--- src/rtl/key_step_counter.sv ---
// key_step_counter: debounced pushbutton stepping a 4-bit up/down counter with wrap pulse.
// Define KEY_STEP_SATURATE_EN to saturate at 0/15 instead of wrapping.
module key_step_counter #(
  parameter int DEBOUNCE_CYCLES = 500000
) (
  input  logic       Clock,
  input  logic       Reset,
  input  logic       KEY_in,
  input  logic       Dir,
  input  logic       Clear,
  output logic [3:0] V,
  output logic       Wrap,
  output logic       Held
);
  localparam int CW = $clog2(DEBOUNCE_CYCLES + 1);
  localparam logic [CW-1:0] LIM = CW'(DEBOUNCE_CYCLES);
  typedef enum logic [1:0] {IDLE, WAIT_PRESS, HELD, WAIT_RELEASE} state_t;
  state_t        r_state, w_state_nxt;
  logic [CW-1:0] r_cnt, w_cnt_nxt;
  logic [1:0]    r_sync;
  logic          w_key_s, w_step, w_at_lim;
  logic [3:0]    w_v_step;
  assign w_key_s = r_sync[1];
  always_ff @(posedge Clock or posedge Reset)
    if (Reset) r_sync <= 2'b11;
    else r_sync <= {r_sync[0], KEY_in};
  always_ff @(posedge Clock or posedge Reset)
    if (Reset) begin
      r_state <= IDLE;
      r_cnt   <= '0;
    end else begin
      r_state <= w_state_nxt;
      r_cnt   <= w_cnt_nxt;
    end
  always_comb begin
    w_state_nxt = r_state;
    w_cnt_nxt   = r_cnt;
    w_step      = 1'b0;
    case (r_state)
      IDLE:
        if (!w_key_s) begin
          w_state_nxt = WAIT_PRESS;
          w_cnt_nxt   = CW'(1);
        end
      WAIT_PRESS:
        if (w_key_s) begin
          w_state_nxt = IDLE;
          w_cnt_nxt   = '0;
        end else if (r_cnt == LIM) begin
          w_state_nxt = HELD;
          w_cnt_nxt   = '0;
          w_step      = 1'b1;
        end else w_cnt_nxt = r_cnt + CW'(1);
      HELD:
        if (w_key_s) begin
          w_state_nxt = WAIT_RELEASE;
          w_cnt_nxt   = CW'(1);
        end
      WAIT_RELEASE:
        if (!w_key_s) begin
          w_state_nxt = HELD;
          w_cnt_nxt   = '0;
        end else if (r_cnt == LIM) begin
          w_state_nxt = IDLE;
          w_cnt_nxt   = '0;
        end else w_cnt_nxt = r_cnt + CW'(1);
      default: begin
        w_state_nxt = IDLE;
        w_cnt_nxt   = '0;
      end
    endcase
  end
  // A step at the limit is the wrap (or saturation) event in both builds
  assign w_at_lim = Dir ? (V == 4'hF) : (V == 4'h0);
`ifdef KEY_STEP_SATURATE_EN
  assign w_v_step = w_at_lim ? V : (Dir ? V + 4'd1 : V - 4'd1);
`else
  assign w_v_step = Dir ? V + 4'd1 : V - 4'd1;
`endif
  always_ff @(posedge Clock or posedge Reset)
    if (Reset) begin
      V    <= 4'd0;
      Wrap <= 1'b0;
    end else begin
      Wrap <= w_step && w_at_lim && !Clear;
      V    <= Clear ? 4'd0 : (w_step ? w_v_step : V);
    end
  assign Held = (r_state == HELD) || (r_state == WAIT_RELEASE);
endmodule

--- config.mk ---
export PLATFORM = sky130hd
export DESIGN_NAME = key_step_counter
export DESIGN_NICKNAME = d
export VERILOG_FILES = /design/src/rtl/key_step_counter.sv
export SDC_FILE = /design/constraint.sdc
export NUM_CORES = 1
export LEC_CHECK = 0
export CAP_MARGIN = 20
export CORE_ASPECT_RATIO = 2
export CORE_MARGIN = 3
export CORE_UTILIZATION = 58
export DETAILED_ROUTE_END_ITERATION = 10
export PLACE_DENSITY = 0.76
export SLEW_MARGIN = 20
export SYNTH_ARGS = -nofsm -noshare
export SYNTH_HDL_FRONTEND = slang
export SYNTH_SLANG_ARGS = --single-unit
--- constraint.sdc ---
create_clock -name Clock -period 2.25 [get_ports Clock]
set_clock_uncertainty 0.15 [all_clocks]
set_input_delay 0.3375 -clock Clock [delete_from_list [all_inputs] [get_ports Clock]]
set_output_delay 0.3375 -clock Clock [all_outputs]
set_load 0.01 [all_outputs]
Word-level counts from Yosys, hierarchy flattened
Index checks and enable logic that the tools add are counted.
{ "word_totals": {"reg_bits": 28, "latch_bits": 0, "ram_bits": 0, "mem_bits_ro": 0, "input_bits": 5, "output_inout_bits": 6, "word_cells": 46, "n_memories": 0} }
{ "op_classes": {"n_addsub": 3, "n_mul": 0, "div_mod_pow": 0, "magnitude_cmp": 0, "n_eq_ne": 9, "shift": 0, "n_mux": 20, "bitwise_logic": 0, "reduce_logical": 9} }
{ "ops": {"columns": ["op", "count"], "rows": [
  ["$mux 19", 5],
  ["$pmux 19 s4", 1],
  ["$add 19x1->19 const B", 1],
  ["$eq 19x19->1 const B", 1],
  ["$mux 2", 6],
  ["$mux 4", 3],
  ["$pmux 2 s4", 1],
  ["$ne 3x3->1 const B", 2],
  ["$add 4x1->4 const B", 1],
  ["$eq 2x2->1 const B", 2],
  ["$eq 4x4->1 const B", 1],
  ["$logic_not 4->1", 1],
  ["$mux 1", 4],
  ["$ne 2x2->1 const B", 2],
  ["$reduce_and 4->1", 1],
  ["$sub 4x1->4 const B", 1],
  ["$eq 2x1->1 const B", 1],
  ["$logic_and 1x1->1", 2],
  ["$logic_not 2->1", 1],
  ["$reduce_and 2->1", 1],
  ["$reduce_bool 2->1", 1],
  ["$logic_not 1->1", 1],
  ["$logic_or 1x1->1", 1]
]} }

Depth between registers and ports, before layout
Gate-level depths: netlist of run 1.
{ "logic_depth": {"word_depth": 6, "mapped_depth": 8, "mapped_depth_nobuf": 7} }

Worst setup path after synthesis of run 1
Ideal clock, no wire load.
{ "synth_timing": {"path_type": "reg2reg", "from": "register r_cnt[0]", "to": "register r_cnt[8]", "setup_ns": 0.064, "arrival_time_ns": 1.624, "required_ns": 2.036, "setup_slack_ns": 0.412, "stages_incl_launch_ff": 9, "path_buffers": 1, "synth_period_minus_slack_ns": 1.838, "path_cell_list": "dfrtp_1 -> inv_1 -> ha_1 -> nor4bb_1 -> and3_2 -> a21o_4 -> buf_6 -> nor4_2 -> a21o_1"} }
{ "synth_via": {"elab_chain_cells": 4, "word_cells_on_any_way": 6, "classes_between": "add/sub: 1; eq/ne: 1; mux: 4"} }
{ "synth_lines": {"columns": ["item", "line_no", "source"], "rows": [
  ["from (decl)", "19", "logic [CW-1:0] r_cnt, w_cnt_nxt;"],
  ["from (signal assigned)", "33", "r_cnt <= w_cnt_nxt;"],
  ["$add 19x1->19 / $eq 19x19->1 (equally long branches)", null, null],
  ["$mux 19 (*)", "49, 63", null],
  ["$mux 19, on equally long branches", "60, 46", null],
  ["$pmux 19 s4 (*)", "39", "case (r_state)"]
]} }
Every way passes the cells marked *; elsewhere a longest branch is shown, timed or not.
A chain may end at the register's enable or synchronous reset.

Final worst setup path of run 1
{ "layout_timing": {"from": "register r_cnt[0]", "to": "register r_cnt[15]"} }
The elaborated chain is that of the path after synthesis.

==> metrics.txt, run 1 <==
outcome=finished, final reports clean; Final WS setup=a little under 0.2 ns; first-pass GRT wire length=6530 um; Post-Synthesis Cells=178; Fmax=487 MHz; clock slew at reported path FFs=0.10 ns; largest net degree at the start of global routing=29; Slew @ Worst Pin=0.381 ns; gr usage total=24.0%; multiplexer share of the synthesized area=2.41%; Max Root-Sink Buffers=2; ys flop type=dfrtp_1; sw frac=~38%; num ports=11; initial antenna violation count=0; sequential power share=between 40% and 50%; Core Util, Final=69.7%; final instance area=0.00184 mm2; P_sw=541 uW; GR Overflow Total=0; CP peak stage delay=0.45 ns; reg2reg setup slack=0.20 ns; PwrDens=785 mW/mm2; simple-gate share of the synthesized area=around a quarter; RR Endpoint=r_cnt[15]; clock network power share=22.1%; Compound-Gate Fraction of Synth Area=between 10% and 20%; post-placement cell area=0.00178 mm2; worst r2r src=r_cnt[0]; EDFF count, synth=0; Worst IR Drop VDD=just over 700 uV; worst hold path endpoint=r_sync[1]; largest family of logic cells by synthesized area=simple AND/OR/NAND/NOR gates; final antenna-violating net count=0; combinational power share=36.0%; DRC viols=0; Core Area=0.00264 mm2; ranking of synthesized cells by area=dfrtp_1 39%, a21oi_1 3.3%, nand3_1 3.3%; Synth cell types=44; synthesis-to-layout area growth=10.7%; xor/xnor cell area share of the yosys netlist=slightly above 4%; fin nets=201; wire per inst=17.2 um; pre-CTS WS=0.0557 ns; part of the cycle the worst path needs=roughly nine tenths; PortBufs=10; Required @ worst endpoint=approximately 2.3 ns; Antenna Cells=0; vias in the first global route=1521; H-Tree Depth=1; Worst Setup Path Type=reg -> reg; critical path's slowest cell=dfrtp_1; Die W=43.8 um; Die H=81.6 um; Final setup viols=0; Detail Placement HPWL=between 2000 and 3000 um; Crit. End Element=register; total number of yosys warnings=0; FILL cells=207; Root Buffer=clkbuf_8; Max Cap Violations=0; drt pass-1 iters=4; fraction of registers with async set/reset=100%; FP Rows=26; post-cts resize count=0; Post-Route WL=3750 um; CP startpoint kind=register; Seq/Total Area, Yosys=a little over two fifths; Avg Cell Area, Syn=about 9.3 um2; number of CTS-inserted buffers=3; Via density=approximately 6.4; initial DRC count=48; final hold vios=0; CTS tree=built; Setup Buffers After CTS=0; mapped cell area=about 0.0017 mm2; Synth Area in Adders=between 4 and 5%; Worst Path Max Fanout=15; hold_buf cts=0; Mapped Nets=~190; Leakage=0.786 nW; GPL Wtd Cong=roughly 0.9; CTS Sinks=28; hold crit path type=reg -> reg; R2R depth=7; Hold Slack=approximately 0.21 ns; layout cells sized above 1=about 12%; crit path DAT=roughly 2.1 ns; Worst-Skew Late Latency=0.28 ns; Min-Delay Path Depth=0; Internal=900 uW; fin crit period=2.05 ns; post-synth top area cell=dfrtp_1; max_slew headroom=between 70% and 80%; TNS Setup=0 ns; Die Area=0.00358 mm2; Synth Register Bits=28; CP cell instances=inv_1, ha_1, nor4bb_1, and3_2, a21o_4, or3_1, o21ai_1; RSZ-0062 raised after global routing=no; Initial Util=63.0%; Slew Limit Fails=0; top-area cell type share of the netlist area=39.2%; vias=1397; Worst Hold Launch=r_sync[0]
-- layer usage --
layer,vias up,wire [um],part of all wire [%],track usage [%]
li1,661,-,-,-
met1,687,1410,37,26.7
met2,35,2110,56,42.3
met4,0,118,3.1,14.5
met5,-,0,0,0
met3,14,118,3.1,2.63
-- final cells by class --
cell class	instances	area [um2]	share of cell area, %
Multi-Input combinational cell	131	861	46.9
Sequential cell	28	703	38.3
Timing Repair Buffer	15	138	7.49
Clock buffer	4	55.1	3.00
Inverter	12	45.0	2.45
Tap cell	28	35.0	1.91
-- critical path, delay by kind of cell, from the launching register on --
kind,cells,cell delay (ns)
buf+inv,1,0.07
fa+ha+maj,1,0.20
flops,1,0.45
compound gates,2,0.37
simple gates,3,0.75
-- synth_stat cells, types with 2 or more instances --
master / n
a21o_1: 4
a21oi_1: 11
a22o_1: 2
and3_1: 2
buf_6: 3
clkbuf_1: 3
dfrtp_1: 26
dfstp_2: 2
ha_1: 4
inv_1: 12
mux2i_1: 4
nand2_1: 12
nand3_1: 11
nand3b_1: 2
nand4_1: 6
nor2_1: 14
nor3_1: 6
nor4_1: 5
nor4_2: 2
o21ai_0: 10
o21ai_1: 6
o22ai_1: 2
or2_2: 2
or3_1: 3
xnor2_1: 3
xor2_1: 3
-- state kept, by name, summed over array words and instances, names as in the netlist, named ones only --
name     flops
r_cnt       19
V            4
r_sync       2
Wrap         1
r_state      1
-- power groups by stage --
stage | registers, mW | clock network (mW) | logic, mW
2_1_floorplan | 0.591 | 0 | 0.412
3_3_place_gp | 0.607 | 0 | 0.487
3_5_place_dp | 0.611 | 0 | 0.509
4_1_cts | 0.602 | 0.318 | 0.515
5_1_grt | 0.611 | 0.337 | 0.581
6_report | 0.604 | 0.319 | 0.518
-- through the flow --
| step | cells | total power [mW] |
|---|---|---|
| global route | 218 | 1.53 |
| finish | 218 | 1.44 |
| global placement | 214 | 1.09 |
| detailed placement | 214 | 1.12 |
| floorplan | 178 | 1.00 |
| CTS | 218 | 1.44 |
-- layout by cell type, fill, tap and decap left out, types with 2 or more instances in the layout --
master / Yosys / routed
nand4_1: 6 / 6
nand3b_1: 2 / 2
or2_2: 2 / 2
ha_1: 4 / 4
nor4_1: 5 / 5
inv_1: 12 / 12
o22ai_1: 2 / 2
mux2i_1: 4 / 4
nor4_2: 2 / 2
a21oi_1: 11 / 11
nand2_1: 12 / 12
dfrtp_1: 26 / 26
clkdlybuf4s50_1: 0 / 10
nand3_1: 11 / 11
buf_4: 0 / 5
clkbuf_8: 0 / 4
o21ai_1: 6 / 6
and3_1: 2 / 2
o21ai_0: 10 / 10
xnor2_1: 3 / 3
dfstp_2: 2 / 2
a22o_1: 2 / 2
or3_1: 3 / 3
nor3_1: 6 / 6
a21o_1: 4 / 4
xor2_1: 3 / 3
nor2_1: 14 / 14
-- logic make-up after synthesis --
family	after synthesis
compound gates	43
xor+xnor	7
fa+ha+maj	5
buf+inv	19
flops	28
mux	4
simple gates	72
-- how the worst max path moves through the flow --
stage | from | endpoint | slack (ns) | cells past startpoint
final | r_cnt[0] | r_cnt[15] | 0.20 | 7
after global routing | r_cnt[0] | r_cnt[14] | 0.09 | 6
after CTS | r_cnt[0] | r_cnt[15] | 0.21 | 7
after detailed placement | Dir | V[3] | 0.06 | 8
after global placement | Dir | V[3] | 0.16 | 8
after floorplan | r_cnt[0] | r_cnt[8] | 0.41 | 8
Note: power is estimated with default switching activity, not from simulation.
==> inputs of run 2 (changes only) <==
Settings changed: CORE_MARGIN 3 to default.
==> metrics.txt, run 2 (synthesis results as in run 1) <==
initial DRC count=58 (+21%); CP startpoint kind=register; hold crit path type=reg -> reg; layout cells sized above 1=12.6% (+0.46 points); CTS tree=built; Placed Cells=216 (+0.93%); Worst Setup Path Type=reg -> reg; synthesis-to-layout area growth=12.2%; Worst Hold Launch=r_sync[0]; critical path's slowest cell=dfrtp_1; drt pass-1 iters=4 (unchanged); Top reg by flops=r_cnt; fin crit period=2.04 ns (-0.00803 ns); GR Overflow Total=0 (unchanged); H-Tree Depth=1 (unchanged); Max Cap Violations=0 (unchanged); num ports=11 (unchanged); fin nets=202 (+0.50%); DRC viols=0 (unchanged); PortBufs=10 (unchanged); Slew @ Worst Pin=0.388 ns (+0.00673 ns); FP Rows=27 (+3.8%); outcome=finished, final reports clean; Required @ worst endpoint=2.32 ns (about the same); max_slew headroom=74.0% (-0.35 points); gr usage total=27.8% (+3.8 points); RSZ-0062 raised after global routing=no; initial antenna violation count=0 (unchanged); Root Buffer=clkbuf_8; CP peak stage delay=0.46 ns (about the same); Worst-Skew Late Latency=0.29 ns (about the same); TNS Setup=0 ns (unchanged); number of CTS-inserted buffers=3 (unchanged); Detail Placement HPWL=2720 um (-2.1%); final antenna-violating net count=0 (unchanged); hold_buf cts=0 (unchanged); wire per inst=16.8 um (-2.3%); CTS Sinks=28 (unchanged); worst r2r src=r_cnt[0]; reg2reg setup slack=0.21 ns (about the same); R2R depth=7 (unchanged); post-cts resize count=0 (unchanged); Core Area=0.00274 mm2 (+3.8%); vias in the first global route=1477 (-2.9%); Fmax=489 MHz (+0.39%); Post-Route WL=3700 um (-1.4%); top flop regs=r_cnt x19, V x4, r_sync x2; crit path DAT=2.11 ns (about the same); Die H=77.6 um (-4.9%); Leakage=0.798 nW (+1.5%); FILL cells=214 (+3.4%); vias=1395 (-0.14%); Max Root-Sink Buffers=2 (unchanged); final hold vios=0 (unchanged); worst hold path endpoint=r_sync[1]; Worst Path Max Fanout=15 (unchanged); Worst IR Drop VDD=754 uV (+4.5%); clock slew at reported path FFs=0.10 ns (about the same); max reg flops=19 (unchanged); most common cell after layout, fill and taps aside=dfrtp_1; first-pass GRT wire length=6080 um (-7.0%); Antenna Cells=0 (unchanged); Final setup viols=0 (unchanged); Die Area=0.00309 mm2 (-14%); Slew Limit Fails=0 (unchanged); Die W=39.8 um (-9.1%); RR Endpoint=r_cnt[15]; most frequent cells in the layout=26 x dfrtp_1, 14 x nor2_1, 12 x inv_1, 12 x nand2_1; largest net degree at the start of global routing=29 (unchanged); part of the cycle the worst path needs=90.8% (-0.36 points); Setup Buffers After CTS=0 (unchanged); Initial Util=60.6% (-2.3 points); CP cell instances=inv_1, ha_1, nor4bb_1, and3_2, a21o_4, or3_1, o21ai_1; PwrDens=828 mW/mm2 (+5.5%); GPL Wtd Cong=0.831 (-7.1%); Crit. End Element=register; Layout Cells excl Fill=220 (+0.92%); Via density=6.34 (-1.1%); Min-Delay Path Depth=0 (unchanged)
-- run 2: cell count changes in the layout (fill, tap and decap cells not counted), sizes merged --
cell / change
buf: +1
bufinv: +1
clkbuf: -1
-- run 2: worst max path at each step --
stage / from / to
floorplan: r_cnt[0] / r_cnt[8]
global placement: Dir / V[3]
detailed placement: Dir / V[3]
CTS: r_cnt[0] / r_cnt[15]
global route: r_cnt[0] / r_cnt[13]
finish: r_cnt[0] / r_cnt[15]
-- run 2: critical path, delay by kind of cell (launching register included) --
| family | cells | cell delay, ns |
|---|---|---|
| AND/OR/NAND/NOR | 3 | 0.74 |
| flip-flops | 1 | 0.46 |
| AO/OA/AOI/OAI | 2 | 0.36 |
| buffers and inverters | 1 | 0.07 |
| adder cells (fa/ha/maj) | 1 | 0.20 |
-- run 2: power by group --
group / internal, mW / switching [mW]
Sequential: 0.545 / 0.0571
Combinational: 0.212 / 0.319
Clock: 0.239 / 0.170
Total: 0.995 / 0.546
-- run 2: final cells by class --
| type | count | area, um2 | area share, % |
|---|---|---|---|
| timing repair buffer | 16 | 145 | 7.80 |
| clock inverter | 1 | 30.0 | 1.61 |
| clock buffer | 3 | 41.3 | 2.22 |
| inverter | 12 | 45.0 | 2.42 |
| multi-input combinational | 131 | 861 | 46.2 |
| tap | 29 | 36.3 | 1.95 |
| sequential | 28 | 703 | 37.8 |
-- run 2: stage by stage --
step,util (%),total power [mW],hold WS (ns),setup slack [ns],area [um2]
2_1_floorplan,-,1.00,0.192,0.412,1660
3_5_place_dp,65.4,1.13,0.198,0.101,1790
6_report,68.0,1.54,0.213,0.206,1860
3_3_place_gp,65.4,1.11,0.200,0.170,1790
4_1_cts,68.0,1.53,0.215,0.222,1860
5_1_grt,68.0,1.61,0.220,0.126,1860
-- run 2: metal layers --
layer / vias up / GRT usage (%) / routed length [um]
li1: 663 / - / -
met1: 678 / 28.4 / 1380
met2: 46 / 49.0 / 2090
met3: 8 / 5.14 / 137
met4: 0 / 13.8 / 99
met5: - / 0 / 0
==> inputs of run 3 (changes only) <==
Settings changed: CORE_UTILIZATION 58 to 52, PLACE_DENSITY 0.76 to 0.72.
Clock period 2.25 ns to 1.7 ns, I/O delays scaled along.
==> metrics.txt, run 3 (synthesis results as in run 1) <==
PortBufs=10 (unchanged); Max Cap Violations=0 (unchanged); RSZ-0062 raised after global routing=yes; Post-Route WL=4700 um (+27%); Layout Cells excl Fill=258 (+17%); fin crit period=1.85 ns (-0.192 ns); Detail Placement HPWL=3030 um (+11%); initial antenna violation count=0 (unchanged); CTS Sinks=28 (unchanged); Worst Path Max Fanout=8 (-7); gr usage total=28.7% (+0.88 points); max reg flops=19 (unchanged); H-Tree Depth=1 (unchanged); final antenna-violating net count=0 (unchanged); Final setup viols=22 (+22); final hold vios=0 (unchanged); CTS tree=built; Max Root-Sink Buffers=2 (unchanged); max_slew headroom=70.9% (-3.2 points); Crit. End Element=register; final instance area=0.00231 mm2 (+24%); FP Rows=28 (+3.7%); Die W=41.9 um (+5.3%); Worst-Skew Late Latency=0.28 ns (about the same); Root Buffer=clkbuf_8; CP delay by family, top=compound AO/OA/AOI/OAI gates; Fmax=540 MHz (+10%); Initial Util=55.1% (-5.6 points); critical path's slowest cell=dfrtp_1; Leakage=1.02 nW (+28%); Slew @ Worst Pin=0.436 ns (+0.0485 ns); num ports=11 (unchanged); layout cells sized above 1=41.7% (+29 points); Final WS setup=-0.152 ns (-0.358 ns); Slew Limit Fails=0 (unchanged); CP cell instances=inv_1, ha_2, nor4bb_4, and3_4, a21o_4, o21ai_1, a22o_1; R2R depth=7 (unchanged); Via density=6.32 (-0.36%); CP Depth=7 (unchanged); first-pass GRT wire length=7510 um (+24%); initial DRC count=54 (-6.9%); top flop regs=r_cnt x19, V x4, r_sync x2; CP startpoint kind=register; Worst Setup Path Type=reg -> reg; most common cell after layout, fill and taps aside=buf_4; TNS Setup=-2.01 ns (-2.01 ns); Die Area=0.00343 mm2 (+11%); drt pass-1 iters=4 (unchanged); reg2reg setup slack=-0.15 ns (-0.36 ns); synthesis-to-layout area growth=39.1%; part of the cycle the worst path needs=109% (+18 points); Core Area=0.00301 mm2 (+10%); worst r2r src=r_cnt[0]; vias=1630 (+17%); largest net degree at the start of global routing=29 (unchanged); violated checks=negative setup slack; CP peak stage delay=0.41 ns (-0.05 ns); hold_buf cts=0 (unchanged); Die H=81.9 um (+5.5%); post-placement cell area=0.00200 mm2 (+12%); critical path buffer and inverter count=1 (unchanged); RR Endpoint=r_cnt[9]; hold crit path type=in -> async; GR Overflow Total=0 (unchanged); number of CTS-inserted buffers=3 (unchanged); wire per inst=18.2 um (+8.3%); PwrDens=994 mW/mm2 (+20%); GPL Wtd Cong=0.853 (+2.7%); Antenna Cells=0 (unchanged); CP Capture Point=r_cnt[9]; DRC viols=0 (unchanged); vias in the first global route=1586 (+7.4%); most frequent cells in the layout=37 x buf_4, 20 x dfrtp_1, 11 x nand2_1; Crit. Startpoint=r_cnt[0]; Placed Cells=244 (+13%); crit path DAT=1.87 ns (-0.24 ns); Top reg by flops=r_cnt; Required @ worst endpoint=1.72 ns (-0.60 ns); fin nets=239 (+18%); outcome=finished with violations; Worst IR Drop VDD=640 uV (-15%); clock slew at reported path FFs=0.09 ns (about the same)
run 3: metrics by stage:
stage | utilization, % | total power [mW] | hold slack [ns] | setup slack [ns]
floorplan | - | 1.34 | 0.109 | -0.0874
global placement | 66.4 | 1.54 | 0.199 | -0.369
detailed placement | 66.4 | 1.59 | 0.203 | -0.444
CTS | 73.9 | 2.19 | 0.210 | -0.120
global route | 76.6 | 2.41 | 0.223 | -0.241
finish | 76.6 | 2.29 | 0.195 | -0.152
run 3: worst min path at each step:
stage | startpoint | to | slack, ns
final | Reset | r_state[0] | 0.19
after floorplan | KEY_in | r_sync[0] | 0.11
after detailed placement | r_sync[0] | r_sync[1] | 0.20
after CTS | Reset | r_cnt[14] | 0.21
after global placement | r_sync[0] | r_sync[1] | 0.20
after global routing | r_sync[0] | r_sync[1] | 0.22
run 3: area by class of cell:
cell class | count | area [um2]
inverter | 12 | 45.0
clock buffer | 4 | 45.0
tap | 30 | 37.5
sequential | 28 | 711
fill | 201 | 704
multi-input combinational | 133 | 1040
timing repair buffer | 51 | 427
run 3: metal layers:
layer	routed length, um	global-route usage [%]	up-vias
met1	1730	30.1	798
met2	2630	55.8	65
met4	178	13.2	0
met5	0	0	-
met3	164	2.86	23
li1	-	-	744
run 3: report_power, final:
part	leakage (nW)	internal (mW)	switching (mW)
clock network	0.0228	0.168	0.202
logic	0.633	0.514	0.619
registers	0.367	0.721	0.0690
total	1.02	1.40	0.890
run 3: tightest hold or removal path, cell delays in order:
cell             delay (ns)
clkdlybuf4s50_1        0.40
inv_1                  0.05
buf_4                  0.33
run 3: what timing repair did:
action / in CTS / in global routing
gates resized for setup: 35 / 19
setup endpoints to repair: 25 / 28
buffers inserted: 5 / 3
pin swaps: 16 / 6
cloned: 2 / 0
